`config.mk`:
```
export PLATFORM = sky130hd
export DESIGN_NAME = reg_write_arb_flat
export DESIGN_NICKNAME = d
export VERILOG_FILES = /design/src/rtl/reg_ctrl_pkg.sv /design/src/rtl/reg_write_arb_if.sv /design/src/rtl/rr_arb2.sv /design/src/rtl/reg_write_arb.sv /design/src/flat_wrapper.sv
export SDC_FILE = /design/constraint.sdc
export NUM_CORES = 1
export LEC_CHECK = 0
export ABC_CLOCK_PERIOD_IN_PS = 2800
export CELL_PAD_IN_SITES_DETAIL_PLACEMENT = 1
export CELL_PAD_IN_SITES_GLOBAL_PLACEMENT = 1
export CORE_ASPECT_RATIO = 0.8
export CORE_UTILIZATION = 29
export DETAILED_ROUTE_END_ITERATION = 12
export GPL_TIMING_DRIVEN = 1
export PLACE_DENSITY_LB_ADDON = 0.12
export SETUP_SLACK_MARGIN = 0.15
export SLEW_MARGIN = 0
export SYNTH_ARGS = -nofsm -noshare
export SYNTH_HDL_FRONTEND = slang
export SYNTH_SLANG_ARGS = --single-unit
```
`constraint.sdc`:
```
create_clock -name clk -period 2.8 [get_ports clk]
set_input_delay 0.56 -clock clk [delete_from_list [all_inputs] [get_ports clk]]
set_output_delay 0.56 -clock clk [all_outputs]
set_load 0.005 [all_outputs]
```
`src/rtl/reg_ctrl_pkg.sv`:
```
// Shared types and constants for the register-file write arbiter.
package reg_ctrl_pkg;

   localparam int PW   = 2;
   localparam int DW   = 8;
   localparam int NREG = 2 ** PW;

   typedef enum logic {REQ_A = 1'b0, REQ_B = 1'b1} req_id_t;

   typedef struct packed {
      logic [PW-1:0] addr;
      logic [DW-1:0] data;
   } wr_req_t;

endpackage : reg_ctrl_pkg

```
`src/rtl/reg_write_arb_if.sv`:
```
// Bus bundle between writeback requesters, issue logic and reg_file write port.
interface reg_write_arb_if
   import reg_ctrl_pkg::*;
#(
   parameter int pw = PW,
   parameter int dw = DW
);
   logic              hold;
   logic              a_valid;
   logic [pw-1:0]     a_addr;
   logic [dw-1:0]     a_data;
   logic              a_ready;
   logic              b_valid;
   logic [pw-1:0]     b_addr;
   logic [dw-1:0]     b_data;
   logic              b_ready;
   logic              rsv_en;
   logic [pw-1:0]     rsv_addr;
   logic [2**pw-1:0]  busy;
   logic              rsv_conflict;
   logic              wr_en;
   logic [pw-1:0]     wr_addr;
   logic [dw-1:0]     wr_data;

   modport master (
      output hold, a_valid, a_addr, a_data, b_valid, b_addr, b_data,
             rsv_en, rsv_addr,
      input  a_ready, b_ready, busy, rsv_conflict, wr_en, wr_addr, wr_data
   );

   modport slave (
      input  hold, a_valid, a_addr, a_data, b_valid, b_addr, b_data,
             rsv_en, rsv_addr,
      output a_ready, b_ready, busy, rsv_conflict, wr_en, wr_addr, wr_data
   );

endinterface : reg_write_arb_if

```
`src/rtl/rr_arb2.sv`:
```
// Two-way round-robin arbiter; remembers the last winner and favours the other.
module rr_arb2
   import reg_ctrl_pkg::*;
(
   input  logic       clk,
   input  logic       rst_n,
   input  logic [1:0] req,
   input  logic       hold,
   output logic [1:0] gnt,
   output req_id_t    gnt_id
);

   req_id_t    r_last;
   logic [1:0] w_gnt;

   // Grant decode: hold blocks everything, a lone requester wins, a tie goes to the non-last side.
   always_comb begin
      w_gnt = 2'b00;
      if (hold) begin
         w_gnt = 2'b00;
      end else begin
         case (req)
            2'b01:   w_gnt = 2'b01;
            2'b10:   w_gnt = 2'b10;
            2'b11:   w_gnt = (r_last == REQ_B) ? 2'b01 : 2'b10;
            default: w_gnt = 2'b00;
         endcase
      end
   end

   // Winner identity for the data mux and the last-winner update.
   always_comb begin
      gnt_id = REQ_A;
      if (w_gnt[1]) begin
         gnt_id = REQ_B;
      end else begin
         gnt_id = REQ_A;
      end
   end

   // Last-winner flop; starts at B so A wins the first tie after reset.
   always_ff @(posedge clk or negedge rst_n) begin
      if (!rst_n) begin
         r_last <= REQ_B;
      end else if (|w_gnt) begin
         r_last <= gnt_id;
      end else begin
         r_last <= r_last;
      end
   end

   assign gnt = w_gnt;

endmodule : rr_arb2

```
`src/rtl/reg_write_arb.sv`:
```
// Arbitrates the single reg_file write port between ALU (A) and load return (B),
// registers the write, and tracks pending destination registers for RAW stalls.
module reg_write_arb
   import reg_ctrl_pkg::*;
#(
   parameter int pw = PW,
   parameter int dw = DW
)(
   input  logic             clk,
   input  logic             rst_n,
   reg_write_arb_if.slave   s_bus
);

   localparam int NR = 2 ** pw;

   logic [1:0]     w_gnt;
   req_id_t        w_gnt_id;
   logic           w_xfer;
   wr_req_t        w_win;
   logic [NR-1:0]  w_busy_nxt;
   logic           w_conflict_nxt;

   logic           r_wr_en;
   logic [pw-1:0]  r_wr_addr;
   logic [dw-1:0]  r_wr_data;
   logic [NR-1:0]  r_busy;
   logic           r_rsv_conflict;

   rr_arb2 u_arb (
      .clk    (clk),
      .rst_n  (rst_n),
      .req    ({s_bus.b_valid, s_bus.a_valid}),
      .hold   (s_bus.hold),
      .gnt    (w_gnt),
      .gnt_id (w_gnt_id)
   );

   assign w_xfer = |w_gnt;

   // Select the winning requester's address and data.
   always_comb begin
      w_win = '0;
      if (w_gnt_id == REQ_B) begin
         w_win.addr = s_bus.b_addr;
         w_win.data = s_bus.b_data;
      end else begin
         w_win.addr = s_bus.a_addr;
         w_win.data = s_bus.a_data;
      end
   end

   // Output register: a transfer becomes a reg_file write next cycle; idle keeps addr/data.
   always_ff @(posedge clk or negedge rst_n) begin
      if (!rst_n) begin
         r_wr_en   <= 1'b0;
         r_wr_addr <= '0;
         r_wr_data <= '0;
      end else if (w_xfer) begin
         r_wr_en   <= 1'b1;
         r_wr_addr <= w_win.addr;
         r_wr_data <= w_win.data;
      end else begin
         r_wr_en   <= 1'b0;
         r_wr_addr <= r_wr_addr;
         r_wr_data <= r_wr_data;
      end
   end

   // Scoreboard next state: a reservation outranks a commit because a newer owner has taken the register.
   always_comb begin
      w_busy_nxt = r_busy;
      for (int r = 0; r < NR; r++) begin
         if (s_bus.rsv_en && (s_bus.rsv_addr == pw'(r))) begin
            w_busy_nxt[r] = 1'b1;
         end else if (r_wr_en && (r_wr_addr == pw'(r))) begin
            w_busy_nxt[r] = 1'b0;
         end else begin
            w_busy_nxt[r] = r_busy[r];
         end
      end
   end

   // Conflict when reserving a register that is busy and not being released this cycle.
   always_comb begin
      w_conflict_nxt = 1'b0;
      if (s_bus.rsv_en && r_busy[s_bus.rsv_addr] &&
          !(r_wr_en && (r_wr_addr == s_bus.rsv_addr))) begin
         w_conflict_nxt = 1'b1;
      end else begin
         w_conflict_nxt = 1'b0;
      end
   end

   // Scoreboard and conflict-pulse registers.
   always_ff @(posedge clk or negedge rst_n) begin
      if (!rst_n) begin
         r_busy         <= '0;
         r_rsv_conflict <= 1'b0;
      end else begin
         r_busy         <= w_busy_nxt;
         r_rsv_conflict <= w_conflict_nxt;
      end
   end

   assign s_bus.a_ready      = w_gnt[0];
   assign s_bus.b_ready      = w_gnt[1];
   assign s_bus.busy         = r_busy;
   assign s_bus.rsv_conflict = r_rsv_conflict;
   assign s_bus.wr_en        = r_wr_en;
   assign s_bus.wr_addr      = r_wr_addr;
   assign s_bus.wr_data      = r_wr_data;

endmodule : reg_write_arb

```
`src/flat_wrapper.sv`:
```
// flat-port wrapper written by rule: the top's interface ports become plain ports
module reg_write_arb_flat import reg_ctrl_pkg::*;
#(
   parameter int pw = PW,
   parameter int dw = DW
)
  (clk, rst_n, s_bus_hold, s_bus_a_valid, s_bus_a_addr, s_bus_a_data, s_bus_b_valid, s_bus_b_addr, s_bus_b_data, s_bus_rsv_en, s_bus_rsv_addr, s_bus_a_ready, s_bus_b_ready, s_bus_busy, s_bus_rsv_conflict, s_bus_wr_en, s_bus_wr_addr, s_bus_wr_data);
  reg_write_arb_if #(.pw(pw), .dw(dw)) s_bus_i ();
  input  logic clk;
  input  logic rst_n;
  input wire logic [$bits(s_bus_i.hold)-1:0] s_bus_hold;
  input wire logic [$bits(s_bus_i.a_valid)-1:0] s_bus_a_valid;
  input wire logic [$bits(s_bus_i.a_addr)-1:0] s_bus_a_addr;
  input wire logic [$bits(s_bus_i.a_data)-1:0] s_bus_a_data;
  input wire logic [$bits(s_bus_i.b_valid)-1:0] s_bus_b_valid;
  input wire logic [$bits(s_bus_i.b_addr)-1:0] s_bus_b_addr;
  input wire logic [$bits(s_bus_i.b_data)-1:0] s_bus_b_data;
  input wire logic [$bits(s_bus_i.rsv_en)-1:0] s_bus_rsv_en;
  input wire logic [$bits(s_bus_i.rsv_addr)-1:0] s_bus_rsv_addr;
  output wire logic [$bits(s_bus_i.a_ready)-1:0] s_bus_a_ready;
  output wire logic [$bits(s_bus_i.b_ready)-1:0] s_bus_b_ready;
  output wire logic [$bits(s_bus_i.busy)-1:0] s_bus_busy;
  output wire logic [$bits(s_bus_i.rsv_conflict)-1:0] s_bus_rsv_conflict;
  output wire logic [$bits(s_bus_i.wr_en)-1:0] s_bus_wr_en;
  output wire logic [$bits(s_bus_i.wr_addr)-1:0] s_bus_wr_addr;
  output wire logic [$bits(s_bus_i.wr_data)-1:0] s_bus_wr_data;
  assign s_bus_i.hold = s_bus_hold;
  assign s_bus_i.a_valid = s_bus_a_valid;
  assign s_bus_i.a_addr = s_bus_a_addr;
  assign s_bus_i.a_data = s_bus_a_data;
  assign s_bus_i.b_valid = s_bus_b_valid;
  assign s_bus_i.b_addr = s_bus_b_addr;
  assign s_bus_i.b_data = s_bus_b_data;
  assign s_bus_i.rsv_en = s_bus_rsv_en;
  assign s_bus_i.rsv_addr = s_bus_rsv_addr;
  assign s_bus_a_ready = s_bus_i.a_ready;
  assign s_bus_b_ready = s_bus_i.b_ready;
  assign s_bus_busy = s_bus_i.busy;
  assign s_bus_rsv_conflict = s_bus_i.rsv_conflict;
  assign s_bus_wr_en = s_bus_i.wr_en;
  assign s_bus_wr_addr = s_bus_i.wr_addr;
  assign s_bus_wr_data = s_bus_i.wr_data;
  reg_write_arb #(.pw(pw), .dw(dw)) u_core (.clk(clk), .rst_n(rst_n), .s_bus(s_bus_i));
endmodule
```
-- After elaboration in Yosys (flattened, before gate mapping)
Cells that the tools add are included.
- bits in registers: 17
- bits of input ports: 28
- output and inout port bits: 18
- logic and storage cells: 56
- magnitude comparators: 1
- equality and inequality tests: 10
- muxes and demuxes: 17
- reduce and logical (&&, ||, !) cells: 19
- operators with widths (cell ; count):
    2-bit == test (second input constant) ; 6
    1-bit two-way mux ; 12
    1-bit logical AND ; 11
    10-bit two-way mux ; 1
    2-bit nonzero test ; 4
    2-bit by 1-bit == test with 1-bit output (second input constant) ; 3
    2-bit one-hot mux with 3 select lines ; 1
    2-bit logical NOT ; 2
    2-bit two-way mux ; 2
    2-bit by 3-bit < comparator with 1-bit output (second input constant) ; 1
    1-bit binary-select mux with 2-bit select ; 1
    2-bit == test ; 1
    2-bit OR reduction ; 1
    1-bit logical NOT ; 1

-- Longest topological paths before layout
- depth in word-level cells: 5
- gate-level depth with buffers: 4
- mapped depth without buffers: 3

-- By module
From an unflattened synthesis, not the netlist that was laid out.
- cell total of the unflattened synthesis: 79
- area total of the unflattened synthesis: 822.0 sq um
- modules (own cells, without submodules) (module ; instances ; cells each ; area an instance (sq um) ; seq. area each (sq um)):
    reg_write_arb ; 1 ; 71 ; 743.2 ; 400.4
    rr_arb2 ; 1 ; 8 ; 78.8 ; 26.3

-- Worst setup path before layout
OpenSTA, ideal clock, no wires.
- path type: input -> output
- from: input port s_bus_b_valid
- to: output port s_bus_b_ready
- arrival: 1064 ps
- required time: 2240 ps
- path slack: 1176 ps
- cell stages on the path: 3
- path buffers: 1
- cells stage by stage: nor2b_1 a21boi_1 buf_6
- word-level cells in the longest chain between the ends: 3
- elaborated cells between the ends (all ways): 5
- those cells by class: 3 x eq/ne; 2 x mux
- RTL lines (what ; line ; text):
    from (decl) ; flat_wrapper.sv:15 ; input wire logic [$bits(s_bus_i.b_valid)-1:0] s_bus_b_valid;
    2-bit == test or 2-bit by 1-bit == test with 1-bit output (tied branches) ; rr_arb2.sv:22 ; case (req)
    2-bit one-hot mux with 3 select lines (*) ; rr_arb2.sv:22 ;
    2-bit two-way mux (*) ; rr_arb2.sv:19 ; if (hold) begin
    to (decl) ; flat_wrapper.sv:21 ; output wire logic [$bits(s_bus_i.b_ready)-1:0] s_bus_b_ready;
Mark *: on every way between the ends. The rest lies on a longest branch, timed or not.

-- Final worst setup path
Ends and elaborated chain as after synthesis.

==> flow_summary.json <==
{
  "status": "finished, final reports clean",
  "cp-end-kind": "primary output",
  "num_vias": 727,
  "ys_warn_count": 0,
  "die_area_mm2": 0.002932,
  "required_ns": 2.24,
  "vias_per_cell": 4.752,
  "grt_pass1_vias": 805,
  "fill_cells": 280,
  "utilization": 0.5300,
  "wl_met3_um": 113,
  "slowest_delay_ns": 0.55,
  "drt_first_pass_iters": 4,
  "relSlewSlack": 0.4643,
  "slew_viol_final": 0,
  "synth-seq-area-share": 0.5413,
  "synthesis.nets": 98,
  "multi_input_area_um2": 346.6,
  "pin_count": 46,
  "hold_ws_ns": 0.5363,
  "fmax_mhz": 383.1,
  "ys_ff_latch": 17,
  "yosysTopAreaCell": "dfrtp_1",
  "grt_pass1_wl_um": 3843,
  "met2_length_um": 1199,
  "clk_pin_slew_worst_paths_ns": 0.11,
  "row_count": 16,
  "syn_area_um2": 788.3,
  "portBuffers": 45,
  "period_share": 0.9323,
  "numCtsBuffers": 3,
  "drive_above_1_share": 0.09402,
  "gp_congestion": 0.7700,
  "wl_um": 2381,
  "final_common_cell": "clkdlybuf4s50_1",
  "hold_depth": 1,
  "die_y_um": 48.63,
  "peakVddDrop_uv": 258.7,
  "ff2ff_path_depth": 3,
  "seq_area_um2": 426.7,
  "drt-initial-drc-count": 10,
  "syn_area_per_cell_um2": 11.26,
  "cp-start-kind": "input port",
  "synth.distinct_cells": 19,
  "rsz0062_at_grt": "yes",
  "cp_num_cells": 4,
  "critPathKind": "in -> out",
  "cap_viol_max_count": 0,
  "wl_per_cell_um": 15.56,
  "fin_skew_ns": 0.01181,
  "coreArea_mm2": 0.002502,
  "nNetsFinal": 146,
  "gr-usage-all-layers": 0.1800,
  "worst-path-max-fanout": 3,
  "crit_chain": "clkdlybuf4s50_1 -> nor2b_2 -> a21boi_4 -> clkdlybuf4s50_1",
  "area_delta_synth_final_pct": 68.25,
  "drc": 0,
  "die_w_um": 60.29,
  "cts_setup_buffers": 0,
  "tritoncts": "yes",
  "setup_violations": 0,
  "grt.overflow.total": 0,
  "critPathTopFamily": "buffers and inverters",
  "syn-instance-count": 70,
  "min_path_type": "reg -> reg",
  "antenna_cells": 0,
  "clk_latency_ns": 0.30,
  "cts.sinks": 17,
  "wl_met1_um": 1067,
  "start_util": 0.3150,
  "root_buffer": "clkbuf_4",
  "ant_nets": 0,
  "top_layer_used": "met3",
  "crit_slowest_cell": "clkdlybuf4s50_1",
  "clockBufferDepth": 2,
  "cts-htree-levels": 1,
  "antenna_found_initial": 0,
  "crit_arrival_ns": 2.05,
  "p_leak_nw": 0.5459,
  "synth.area.top_cells": "dfrtp_1, a221o_1, and2_1",
  "tns_ns": 0,
  "synth_top_area_frac": 0.5079,
  "power_density_mw_per_mm2": 523.7,
  "max_slew.worst_pin.slew_ns": 0.8011,
  "dpl.hpwl_um": 1820,
  "final_cell_mix": "clkdlybuf4s50_1, dfrtp_1, and2_1, a221o_1, o21ai_0",
  "post-route-min-period_ns": 2.610,
  "crit_top_cell": "clkdlybuf4s50_1",
  "cp.buffers_inverters": 2,
  "grt_max_degree": 18,
  "final_hold_viol_count": 0
}
## cells by family after synthesis
family	share of synthesized area
AND/OR/NAND/NOR	0.1254
XOR/XNOR	0.02223
buffers and inverters	0.05395
multiplexers	0.02540
flip-flops	0.5413
AO/OA/AOI/OAI	0.2318
## flip-flops by register name, summed over array words and instances, names as in the netlist
| signal | flops |
|---|---|
| u_core.s_bus.busy | 4 |
| u_core.s_bus.wr_addr | 2 |
| u_core.u_arb.r_last | 1 |
| u_core.s_bus.rsv_conflict | 1 |
| u_core.s_bus.wr_en | 1 |
| u_core.s_bus.wr_data | 8 |
## stage by stage
step | total power, W | instance area [µm²] | setup WS, ns | std cells
global placement | 0.0005559 | 1271 | 0.1478 | 149
finish | 0.0006946 | 1326 | 0.1896 | 153
floorplan | 0.0004054 | 788.3 | 1.176 | 70
detailed placement | 0.0005622 | 1271 | 0.09555 | 149
CTS | 0.0007045 | 1306 | 0.1729 | 153
global route | 0.0007385 | 1326 | 0.1277 | 153
## cells in the mapped netlist
| cell | number |
|---|---|
| buf_6 | 1 |
| nand2b_1 | 2 |
| dfstp_2 | 1 |
| inv_1 | 4 |
| clkbuf_1 | 1 |
| o21ai_0 | 9 |
| and2_1 | 10 |
| dfrtp_1 | 16 |
| nand2_1 | 3 |
| xnor2_1 | 2 |
| nor2b_1 | 2 |
| o21bai_1 | 1 |
| a31oi_1 | 1 |
| o22a_1 | 1 |
| buf_2 | 1 |
| buf_4 | 1 |
| a221o_1 | 10 |
| a21boi_1 | 2 |
| mux2i_1 | 2 |
## where the power goes
part           internal (W)  switching, W
Combinational      0.000156     0.0000804
Sequential         0.000292     0.0000328
Clock             0.0000532     0.0000796
## worst paths after layout
kind                                                 start                                   to  slack [ns]
min in group asynchronous                            rst_n  u_core.s_bus.wr_data[6]$_DFFE_PN0P_        0.71
setup / recovery                             s_bus_b_valid                        s_bus_b_ready        0.19
setup reg to reg           u_core.u_arb.r_last$_DFFE_PN1P_  u_core.s_bus.wr_data[5]$_DFFE_PN0P_        1.50
hold / removal                u_core.s_bus.wr_en$_DFF_PN0_  u_core.s_bus.rsv_conflict$_DFF_PN0_        0.54
max in group asynchronous                            rst_n         u_core.s_bus.wr_en$_DFF_PN0_        1.58
hold reg to reg               u_core.s_bus.wr_en$_DFF_PN0_  u_core.s_bus.rsv_conflict$_DFF_PN0_        0.54
## routing by layer
metal | vias to the layer above | global-route usage
li1 | 345 | -
met2 | 19 | 0.2894
met1 | 363 | 0.2390
met5 | - | 0
met4 | 0 | 0.02326
met3 | 0 | 0.05882
## worst reg2reg max path: stages (launching register included)
cell and delay, ns:
dfstp_2 0.57, a21boi_4 0.07, buf_4 0.19, a221o_1 0.35
## final cells by class
class / count / share of cell area
Sequential cell: 17 / 0.3217
Clock inverter: 1 / 0.003774
Timing Repair Buffer: 47 / 0.3509
Tap cell: 36 / 0.03396
Inverter: 4 / 0.01132
Clock buffer: 3 / 0.01698
Multi-Input combinational cell: 45 / 0.2613
## what timing repair did
action,CTS,global route
setup endpoints to repair,2,2
hold buffers,0,0
resized for setup,2,4
gates cloned,0,0
No activity file was read; power rests on OpenSTA's default activity.
